**config.mk**
```make
export PLATFORM = sky130hd
export DESIGN_NAME = alu_result_stage_flat
export DESIGN_NICKNAME = d
export VERILOG_FILES = /design/src/rtl/alu_result_stage_if.sv /design/src/rtl/alu_result_stage.sv /design/src/flat_wrapper.sv
export SDC_FILE = /design/constraint.sdc
export NUM_CORES = 1
export LEC_CHECK = 0
export CORE_UTILIZATION = 40
export CTS_CLUSTER_DIAMETER = 150
export DETAILED_ROUTE_END_ITERATION = 12
export PLACE_DENSITY_LB_ADDON = 0.08
export SKIP_LAST_GASP = 1
export SLEW_MARGIN = 5
export SYNTH_ARGS = -nofsm -noshare
export SYNTH_HDL_FRONTEND = slang
export SYNTH_SLANG_ARGS = --single-unit
```
**constraint.sdc**
```tcl
create_clock -name CLK -period 3.13 [get_ports CLK]
set_clock_uncertainty 0.2 [all_clocks]
set_input_delay 0.313 -clock CLK [delete_from_list [all_inputs] [get_ports CLK]]
set_output_delay 0.313 -clock CLK [all_outputs]
set_load 0.02 [all_outputs]
```
**src/rtl/alu_result_stage_if.sv**
```systemverilog
// Bus between the ALU, the result stage and writeback: push side, writeback side,
// and the status/branch-condition outputs.
interface alu_result_stage_if #(
  parameter int WIDTH = 32,
  parameter int RD_W  = 5
);
  logic             IN_VALID;
  logic             IN_READY;
  logic [WIDTH-1:0] ALU_OUT;
  logic [5:0]       ALU_FLAGS;
  logic [3:0]       SEL;
  logic [WIDTH-1:0] IN2;
  logic [RD_W-1:0]  DEST;
  logic             FLAG_WE;
  logic             WB_VALID;
  logic             WB_READY;
  logic [WIDTH-1:0] WB_DATA;
  logic [RD_W-1:0]  WB_DEST;
  logic             WB_EXC;
  logic [2:0]       COND;
  logic             TAKEN;
  logic [5:0]       FLAGS_Q;
  logic [7:0]       EXC_CNT;

  modport master (
    output IN_VALID, ALU_OUT, ALU_FLAGS, SEL, IN2, DEST, FLAG_WE, WB_READY, COND,
    input  IN_READY, WB_VALID, WB_DATA, WB_DEST, WB_EXC, TAKEN, FLAGS_Q, EXC_CNT
  );

  modport slave (
    input  IN_VALID, ALU_OUT, ALU_FLAGS, SEL, IN2, DEST, FLAG_WE, WB_READY, COND,
    output IN_READY, WB_VALID, WB_DATA, WB_DEST, WB_EXC, TAKEN, FLAGS_Q, EXC_CNT
  );
endinterface

```
**src/rtl/alu_result_stage.sv**
```systemverilog
// ALU result stage: 2-entry in-order writeback FIFO with divide-by-zero trapping,
// status register update at push time, branch-condition evaluation and exception count.
module alu_result_stage #(
  parameter int WIDTH = 32,
  parameter int RD_W  = 5
) (
  input logic             CLK,
  input logic             RST_N,
  alu_result_stage_if.slave bus
);

  localparam logic [3:0] SEL_DIV = 4'b0011;
  localparam logic [3:0] SEL_MOD = 4'b0100;

  typedef struct packed {
    logic [WIDTH-1:0] data;
    logic [RD_W-1:0]  dest;
    logic             exc;
  } entry_t;

  typedef enum logic [1:0] {
    S_EMPTY = 2'd0,
    S_ONE   = 2'd1,
    S_FULL  = 2'd2
  } state_t;

  function automatic logic div_by_zero(input logic [3:0] sel, input logic [WIDTH-1:0] in2);
    return ((sel == SEL_DIV) || (sel == SEL_MOD)) && (in2 == '0);
  endfunction

  function automatic logic [7:0] sat_inc(input logic [7:0] cnt);
    return (cnt == 8'hFF) ? cnt : cnt + 8'd1;
  endfunction

  // Flag order is {Z,S,P,G,E,L}
  function automatic logic cond_taken(input logic [5:0] flags, input logic [2:0] cond);
    logic t;
    case (cond)
      3'b000:  t = 1'b1;
      3'b001:  t = flags[5];
      3'b010:  t = ~flags[5];
      3'b011:  t = flags[4];
      3'b100:  t = flags[2];
      3'b101:  t = flags[0];
      3'b110:  t = flags[1];
      default: t = flags[3];
    endcase
    return t;
  endfunction

  state_t      state_q, state_d;
  entry_t      head_p0, tail_p0;
  entry_t      new_entry;
  logic [5:0]  flags_q;
  logic [7:0]  exc_cnt_q;
  logic        in_ready, wb_valid;
  logic        push, pop, exc_in;
  logic        head_load_new, head_load_tail, tail_load_new;

  // Ready and valid depend only on registered occupancy, never on WB_READY.
  assign in_ready = (state_q != S_FULL);
  assign wb_valid = (state_q != S_EMPTY);
  assign push     = bus.IN_VALID & in_ready;
  assign pop      = wb_valid & bus.WB_READY;
  assign exc_in   = div_by_zero(bus.SEL, bus.IN2);

  always_comb begin
    new_entry.data = exc_in ? '0 : bus.ALU_OUT;
    new_entry.dest = bus.DEST;
    new_entry.exc  = exc_in;
  end

  always_ff @(posedge CLK or negedge RST_N) begin
    if (!RST_N) state_q <= S_EMPTY;
    else        state_q <= state_d;
  end

  always_comb begin
    state_d        = state_q;
    head_load_new  = 1'b0;
    head_load_tail = 1'b0;
    tail_load_new  = 1'b0;
    case (state_q)
      S_EMPTY: begin
        if (push) begin
          head_load_new = 1'b1;
          state_d       = S_ONE;
        end
      end
      S_ONE: begin
        // Push with pop replaces the head; occupancy stays at one.
        if (push && pop) begin
          head_load_new = 1'b1;
        end else if (push) begin
          tail_load_new = 1'b1;
          state_d       = S_FULL;
        end else if (pop) begin
          state_d = S_EMPTY;
        end
      end
      S_FULL: begin
        if (pop) begin
          head_load_tail = 1'b1;
          state_d        = S_ONE;
        end
      end
      default: state_d = S_EMPTY;
    endcase
  end

  // ---- storage stage: head feeds writeback directly ----
  always_ff @(posedge CLK or negedge RST_N) begin
    if (!RST_N) begin
      head_p0 <= '0;
      tail_p0 <= '0;
    end else begin
      if (head_load_new)       head_p0 <= new_entry;
      else if (head_load_tail) head_p0 <= tail_p0;
      if (tail_load_new)       tail_p0 <= new_entry;
    end
  end

  // ---- status stage: updated at push time regardless of writeback ----
  always_ff @(posedge CLK or negedge RST_N) begin
    if (!RST_N) begin
      flags_q   <= '0;
      exc_cnt_q <= '0;
    end else if (push) begin
      if (bus.FLAG_WE && !exc_in) flags_q <= bus.ALU_FLAGS;
      if (exc_in)                 exc_cnt_q <= sat_inc(exc_cnt_q);
    end
  end

  assign bus.IN_READY = in_ready;
  assign bus.WB_VALID = wb_valid;
  assign bus.WB_DATA  = head_p0.data;
  assign bus.WB_DEST  = head_p0.dest;
  assign bus.WB_EXC   = head_p0.exc;
  assign bus.FLAGS_Q  = flags_q;
  assign bus.EXC_CNT  = exc_cnt_q;
  assign bus.TAKEN    = cond_taken(flags_q, bus.COND);

endmodule
```
**src/flat_wrapper.sv**
```systemverilog
// flat-port wrapper written by rule: the top's interface ports become plain ports
module alu_result_stage_flat 
#(
  parameter int WIDTH = 32,
  parameter int RD_W  = 5
)
  (CLK, RST_N, bus_IN_VALID, bus_ALU_OUT, bus_ALU_FLAGS, bus_SEL, bus_IN2, bus_DEST, bus_FLAG_WE, bus_WB_READY, bus_COND, bus_IN_READY, bus_WB_VALID, bus_WB_DATA, bus_WB_DEST, bus_WB_EXC, bus_TAKEN, bus_FLAGS_Q, bus_EXC_CNT);
  alu_result_stage_if #(.WIDTH(WIDTH), .RD_W(RD_W)) bus_i ();
  input logic CLK;
  input logic RST_N;
  input wire logic [$bits(bus_i.IN_VALID)-1:0] bus_IN_VALID;
  input wire logic [$bits(bus_i.ALU_OUT)-1:0] bus_ALU_OUT;
  input wire logic [$bits(bus_i.ALU_FLAGS)-1:0] bus_ALU_FLAGS;
  input wire logic [$bits(bus_i.SEL)-1:0] bus_SEL;
  input wire logic [$bits(bus_i.IN2)-1:0] bus_IN2;
  input wire logic [$bits(bus_i.DEST)-1:0] bus_DEST;
  input wire logic [$bits(bus_i.FLAG_WE)-1:0] bus_FLAG_WE;
  input wire logic [$bits(bus_i.WB_READY)-1:0] bus_WB_READY;
  input wire logic [$bits(bus_i.COND)-1:0] bus_COND;
  output wire logic [$bits(bus_i.IN_READY)-1:0] bus_IN_READY;
  output wire logic [$bits(bus_i.WB_VALID)-1:0] bus_WB_VALID;
  output wire logic [$bits(bus_i.WB_DATA)-1:0] bus_WB_DATA;
  output wire logic [$bits(bus_i.WB_DEST)-1:0] bus_WB_DEST;
  output wire logic [$bits(bus_i.WB_EXC)-1:0] bus_WB_EXC;
  output wire logic [$bits(bus_i.TAKEN)-1:0] bus_TAKEN;
  output wire logic [$bits(bus_i.FLAGS_Q)-1:0] bus_FLAGS_Q;
  output wire logic [$bits(bus_i.EXC_CNT)-1:0] bus_EXC_CNT;
  assign bus_i.IN_VALID = bus_IN_VALID;
  assign bus_i.ALU_OUT = bus_ALU_OUT;
  assign bus_i.ALU_FLAGS = bus_ALU_FLAGS;
  assign bus_i.SEL = bus_SEL;
  assign bus_i.IN2 = bus_IN2;
  assign bus_i.DEST = bus_DEST;
  assign bus_i.FLAG_WE = bus_FLAG_WE;
  assign bus_i.WB_READY = bus_WB_READY;
  assign bus_i.COND = bus_COND;
  assign bus_IN_READY = bus_i.IN_READY;
  assign bus_WB_VALID = bus_i.WB_VALID;
  assign bus_WB_DATA = bus_i.WB_DATA;
  assign bus_WB_DEST = bus_i.WB_DEST;
  assign bus_WB_EXC = bus_i.WB_EXC;
  assign bus_TAKEN = bus_i.TAKEN;
  assign bus_FLAGS_Q = bus_i.FLAGS_Q;
  assign bus_EXC_CNT = bus_i.EXC_CNT;
  alu_result_stage #(.WIDTH(WIDTH), .RD_W(RD_W)) u_core (.CLK(CLK), .RST_N(RST_N), .bus(bus_i));
endmodule
```
==> impl_metrics.py <==
metrics = {
    "status": {
        "outcome": "completed",
    },
    "setup_path": {
        "cp_data_arrival_time_ps": 2070,
        "startpoint_type": "input pin",
        "path_max_fanout": 3,
        "cp-end-kind": "output port",
        "reg2reg_to": "u_core.bus.WB_EXC$_DFFE_PN0P_",
        "cp.required_ps": 2620,
        "path_class": "input pin to output port",
        "r2r_start": "u_core.state_q[1]$_DFFE_PN0P_",
        "r2r_slack_ps": 900,
        "ff2ff_path_depth": 5,
    },
    "global_routing": {
        "grt_first_pass_wirelength_mm": 15.3,
        "grt_max_degree": 48,
        "grtUsageTotal_pct": 19.4,
        "grt-ovfl-total": 0,
        "antenna_found_initial": 0,
        "grt_pass1_vias": 3226,
    },
    "yosys": {
        "synth.net_count": 454,
        "seq_area_frac_synth_pct": 59.1,
        "ys_seq_elements": 92,
        "synth_top_flop_cell": "dfrtp_1",
        "synth_area_mm2": 0.00390,
        "async_flop_share_pct": 100,
        "synth_edf_count": 0,
        "avgSynthCellArea_um2": 10.6,
        "synthCells": 366,
        "yosysWarnings": 0,
        "yosysUniqueCellTypes": 31,
    },
    "placed_design": {
        "hpwl_mm": 6.53,
        "dpl_worst_slack_ps": 414,
        "portBuffers": 141,
        "place.gp.congestion": 0.797,
    },
    "finish": {
        "final_cell_mix": "140 x clkdlybuf4s50_1, 92 x dfrtp_1, 78 x nand2_1, 73 x o21ai_0, 32 x a22oi_1",
        "final_common_cell": "clkdlybuf4s50_1",
        "drive_above_1_share_pct": 9.45,
        "n_antenna_cell": 0,
        "syn_to_final_growth_pct": 44.8,
        "fillers": 820,
        "multi_input_area_mm2": 0.00151,
        "register_area_mm2": 0.00230,
        "nNetsFinal": 591,
    },
    "die": {
        "die_h_um": 101,
        "die_area_mm2": 0.0101,
        "fp.dieW_um": 101,
        "fp-row-count": 35,
        "start_util_pct": 41.8,
        "io_pins": 142,
        "core-area_mm2": 0.00933,
    },
    "detailed_routing": {
        "drtIter0Drc": 109,
        "wl_per_cell_um": 15.1,
        "wl_met2_mm": 4.61,
        "drt-met1-wl_mm": 4.17,
        "drt-total-wl_mm": 9.59,
        "firstDrtPassIters": 4,
        "ant_nets": 0,
        "top_layer_used": "met4",
        "vias_per_cell": 5.10,
        "drc": 0,
        "met3_length_um": 731,
        "vias": 3249,
    },
    "clocking": {
        "cts_tree": "built",
        "cts.clk_slew.worst_paths_ps": 80,
        "cts_resized": 0,
        "cts_root_buf": "clkbuf_8",
        "cts_setup_buffers": 0,
        "worstSkewPairLatency_ps": 360,
        "clock_path_buffers": 2,
        "hold_buffers": 1,
        "htree_levels": 3,
        "numClockSinks": 92,
        "cts_buffers": 9,
    },
    "timing": {
        "setup_viol": 0,
        "finalSetupTns_ps": 0,
        "fmax_mhz": 387,
        "tightest_slew_ps": 984,
        "relSlewSlack_pct": 34.3,
        "setup_ws_ps": 546,
        "rsz0062_at_grt": "false",
        "hold_viol_final": 0,
        "maxSlewViolCount": 0,
        "fin_crit_ps": 2580,
        "fin_crit_sh_pct": 82.6,
    },
    "hold_path": {
        "hold_path_startpoint": "u_core.tail_p0[0]$_DFFE_PN0P_",
        "holdPathStages": 2,
        "hold_path.class": "flip-flop to flip-flop",
        "min_to": "u_core.tail_p0[0]$_DFFE_PN0P_",
    },
    "pwr": {
        "peakVddDrop_v": 0.000244,
        "powerDensity_mw_per_mm2": 631,
        "p_leak_uw": 0.00247,
    },
    "job": {
        "maxCapViolations": 0,
    },
}
-- routing by layer --
layer  vias up  GRT usage (%)
met5         -              0
li1       1576              -
met3        10           5.83
met1      1542           24.2
met2       121           33.0
met4         0           5.02
-- power by group --
part           switching, uW  internal [uW]
clock                    426            321
sequential               190           1510
combinational            543            565
total                   1160           2400
-- sequential cells by signal (all words and copies together) (netlist names) --
name and count:
u_core.tail_p0 38, u_core.bus.WB_DATA 32, u_core.bus.EXC_CNT 8, u_core.bus.FLAGS_Q 6, u_core.bus.WB_DEST 5, u_core.state_q 2, u_core.bus.WB_EXC 1
-- how the worst max path moves through the flow --
stage | from | endpoint | slack (ps)
floorplan | bus_IN2[6] | u_core.bus.FLAGS_Q[0]$_DFFE_PN0P_ | 1010
global placement | bus_IN_VALID | u_core.tail_p0[7]$_DFFE_PN0P_ | 510
detailed placement | bus_IN_VALID | u_core.tail_p0[7]$_DFFE_PN0P_ | 410
CTS | bus_COND[1] | bus_TAKEN | 540
global route | bus_COND[1] | bus_TAKEN | 460
finish | bus_COND[1] | bus_TAKEN | 550
-- cell usage after synthesis, types with 2 or more instances --
master,n,share of area (%)
dfrtp_1,92,59
nand2_1,78,7.5
o21ai_0,73,9.4
a22oi_1,32,6.2
clkbuf_1,23,2.2
mux2_2,7,2.0
mux2_4,6,2.3
mux2i_1,6,1.5
nand4_1,6,0.96
xnor2_1,6,1.3
nor4_2,5,1.6
a21oi_1,4,0.51
nand2b_1,3,0.48
nor4_1,3,0.48
and3_1,2,0.32
and3b_1,2,0.45
nand3_1,2,0.26
nor2_1,2,0.19
o211ai_1,2,0.39
-- cells by family (layout without fill, tap and decap cells) --
kind of cell,count (synthesis),in the layout,share of synthesized area [%]
compound gates,112,112,16.6
xor+xnor,7,7,1.57
fa+ha+maj,1,1,0.321
buf+inv,25,167,2.63
flops,92,92,59.1
mux,20,20,6.45
simple gates,109,109,13.4
-- final cells by class --
class | count | area share (%)
Clock inverter | 5 | 0.776
Timing Repair Buffer | 151 | 26.3
Tap cell | 129 | 2.86
Sequential cell | 92 | 40.8
Clock buffer | 11 | 2.51
Multi-Input combinational cell | 249 | 26.7
-- worst max-delay path: stages --
cell and delay [ps]:
clkdlybuf4s50_1 550, mux4_2 520, nand2_1 70, o21ai_0 80, clkdlybuf4s50_1 540
-- per-stage QoR --
stage | cell area [um^2] | hold slack, ps | utilization [%] | cells | total power [uW]
2_1_floorplan | 3900 | -183 | - | 366 | 2250
3_3_place_gp | 5450 | 160 | 58.4 | 620 | 2800
3_5_place_dp | 5450 | 162 | 58.4 | 620 | 2850
4_1_cts | 5640 | 289 | 60.5 | 637 | 3600
5_1_grt | 5640 | 309 | 60.5 | 637 | 3770
6_report | 5640 | 284 | 60.5 | 637 | 3560
Power figures use the tool's default switching activity.
==> RTL change (same settings) <==
`RD_W` is set to 5 in 3 places; all go to 10.
--- a/src/rtl/alu_result_stage_if.sv
+++ b/src/rtl/alu_result_stage_if.sv
@@ -2,7 +2,7 @@
 // and the status/branch-condition outputs.
 interface alu_result_stage_if #(
   parameter int WIDTH = 32,
-  parameter int RD_W  = 5
+  parameter int RD_W  = 10
 );
   logic             IN_VALID;
   logic             IN_READY;
--- a/src/rtl/alu_result_stage.sv
+++ b/src/rtl/alu_result_stage.sv
@@ -2,7 +2,7 @@
 // status register update at push time, branch-condition evaluation and exception count.
 module alu_result_stage #(
   parameter int WIDTH = 32,
-  parameter int RD_W  = 5
+  parameter int RD_W  = 10
 ) (
   input logic             CLK,
   input logic             RST_N,
--- a/src/flat_wrapper.sv
+++ b/src/flat_wrapper.sv
@@ -2,7 +2,7 @@
 module alu_result_stage_flat 
 #(
   parameter int WIDTH = 32,
-  parameter int RD_W  = 5
+  parameter int RD_W  = 10
 )
   (CLK, RST_N, bus_IN_VALID, bus_ALU_OUT, bus_ALU_FLAGS, bus_SEL, bus_IN2, bus_DEST, bus_FLAG_WE, bus_WB_READY, bus_COND, bus_IN_READY, bus_WB_VALID, bus_WB_DATA, bus_WB_DEST, bus_WB_EXC, bus_TAKEN, bus_FLAGS_Q, bus_EXC_CNT);
   alu_result_stage_if #(.WIDTH(WIDTH), .RD_W(RD_W)) bus_i ();
Interface: changed (resized bus_DEST and bus_WB_DEST); port bits go from 142 to 152. No check against the original RTL was run, so the function may have changed too.
==> RTL change against the unedited design <==
- non-clock buffer count rose by 8
- total power increased by 22%
- via count rose by 10%
- routed wire length up 8.6%
- worst setup slack better by 33 ps
- sequential cell count grew 10
- fmax rose by 1.3%
- sequential power rose by 12%
- synthesized area up 16%
- count of clock-buffer cells in the layout unchanged
- final area is 15% higher
- final cell count grew 12%
==> RTL change: results (changes against the unedited design) <==
Area contributors post-synth - dfrtp_1 (56%), mux2_2 (11%), nand2_1 (6.8%)
CP arrival - 2040 ps (-30 ps)
vias per cell - 5.02 (-1.6%)
wire length of the first global-routing pass - 17400 µm (+14%)
maximum VDD drop - 0.459 mV (+88%)
library cells used by synthesis - 32 (+3.2%)
Post-Place Cells - 699 (+13%)
non-filler cells, final - 715 (+12%)
met3 usage - 0.0536 (-0.00461)
Pleak - 2.86 nW (+16%)
grt met2 use - 0.339 (+0.00860)
xor/xnor cell area share of the yosys netlist - 0.0136 (-0.00218)
Initial DRC Count - 128 (+17%)
nets - 664 (+12%)
post-synthesis adder-cell area fraction - 0.00277 (-0.000445)
sequential fraction of the synthesis area - 0.564 (-0.0265)
internal power - 3.05 mW (+27%)
post-synthesis compound-gate area fraction - 0.0932 (-0.0728)
Worst-path clk slew - 60 ps (-20 ps)
run status - complete, no violations
Tightest Pin Transition - 696 ps (-287 ps)
dpl cell area - 6180 µm² (+13%)
placer's final routability congestion estimate - 0.748 (-6.1%)
max reg flops - 43 (+13%)
most frequent cells after synthesis - dfrtp_1 (102), nand2_1 (82), o21ai_0 (45)
post-synthesis mux area share - 0.161 (+0.0964)
met1 global-route usage - 0.219 (-0.0236)
share of layout cells above drive strength 1 - 0.136 (+0.0412)
Routed WL - 10400 µm (+8.6%)
total track usage - 0.191 (-0.00375)
[RTL change: changes by cell type after synthesis, sizes merged, moves of 4 or more]
cell	change
a22oi	-32
buf	+6
nor2	+32
o21ai	-28
clkbuf	-4
dfrtp	+10
nand2	+4
a21oi	+31
mux2	+37
mux2i	+6
[RTL change: final timing paths]
kind / from / endpoint / slack [ps] / depth (start not counted)
max: bus_COND[1] / bus_TAKEN / 580 / 5
min: u_core.tail_p0[17] / u_core.tail_p0[17] / 280 / 2
max reg2reg: u_core.bus.EXC_CNT[0] / u_core.bus.EXC_CNT[1] / 990 / 5
min reg2reg: u_core.tail_p0[17] / u_core.tail_p0[17] / 280 / 2
max in group asynchronous: RST_N / u_core.tail_p0[30] / 1660 / 3
min in group asynchronous: RST_N / u_core.bus.FLAGS_Q[4] / 360 / 2
[RTL change: area by class of cell]
cell class / count / area, µm²
clock inverter: 4 / 47.5
tap: 140 / 175
timing repair buffer: 159 / 1600
fill: 973 / 4460
multi-input combinational: 299 / 1860
clock buffer: 11 / 243
sequential: 102 / 2550
[RTL change: critical path: cells and delay by family]
family / cells / cell delay, ps
multiplexers: 1 / 510
AND/OR/NAND/NOR: 1 / 80
buffers and inverters: 2 / 1080
AO/OA/AOI/OAI: 1 / 70
[RTL change: power groups by stage]
| stage | Sequential [mW] | Clock (mW) | Combinational (mW) |
|---|---|---|---|
| after floorplan | 2.09 | 0 | 0.548 |
| after global placement | 1.90 | 0 | 1.34 |
| after detailed placement | 1.92 | 0 | 1.37 |
| after CTS | 1.90 | 1.14 | 1.38 |
| after global routing | 1.94 | 1.18 | 1.49 |
| final | 1.90 | 1.09 | 1.36 |
[RTL change: metal layers]
layer,vias to the layer above,wire length [µm]
met5,-,0
met2,86,5240
met4,0,180
li1,1759,-
met3,13,555
met1,1731,4440
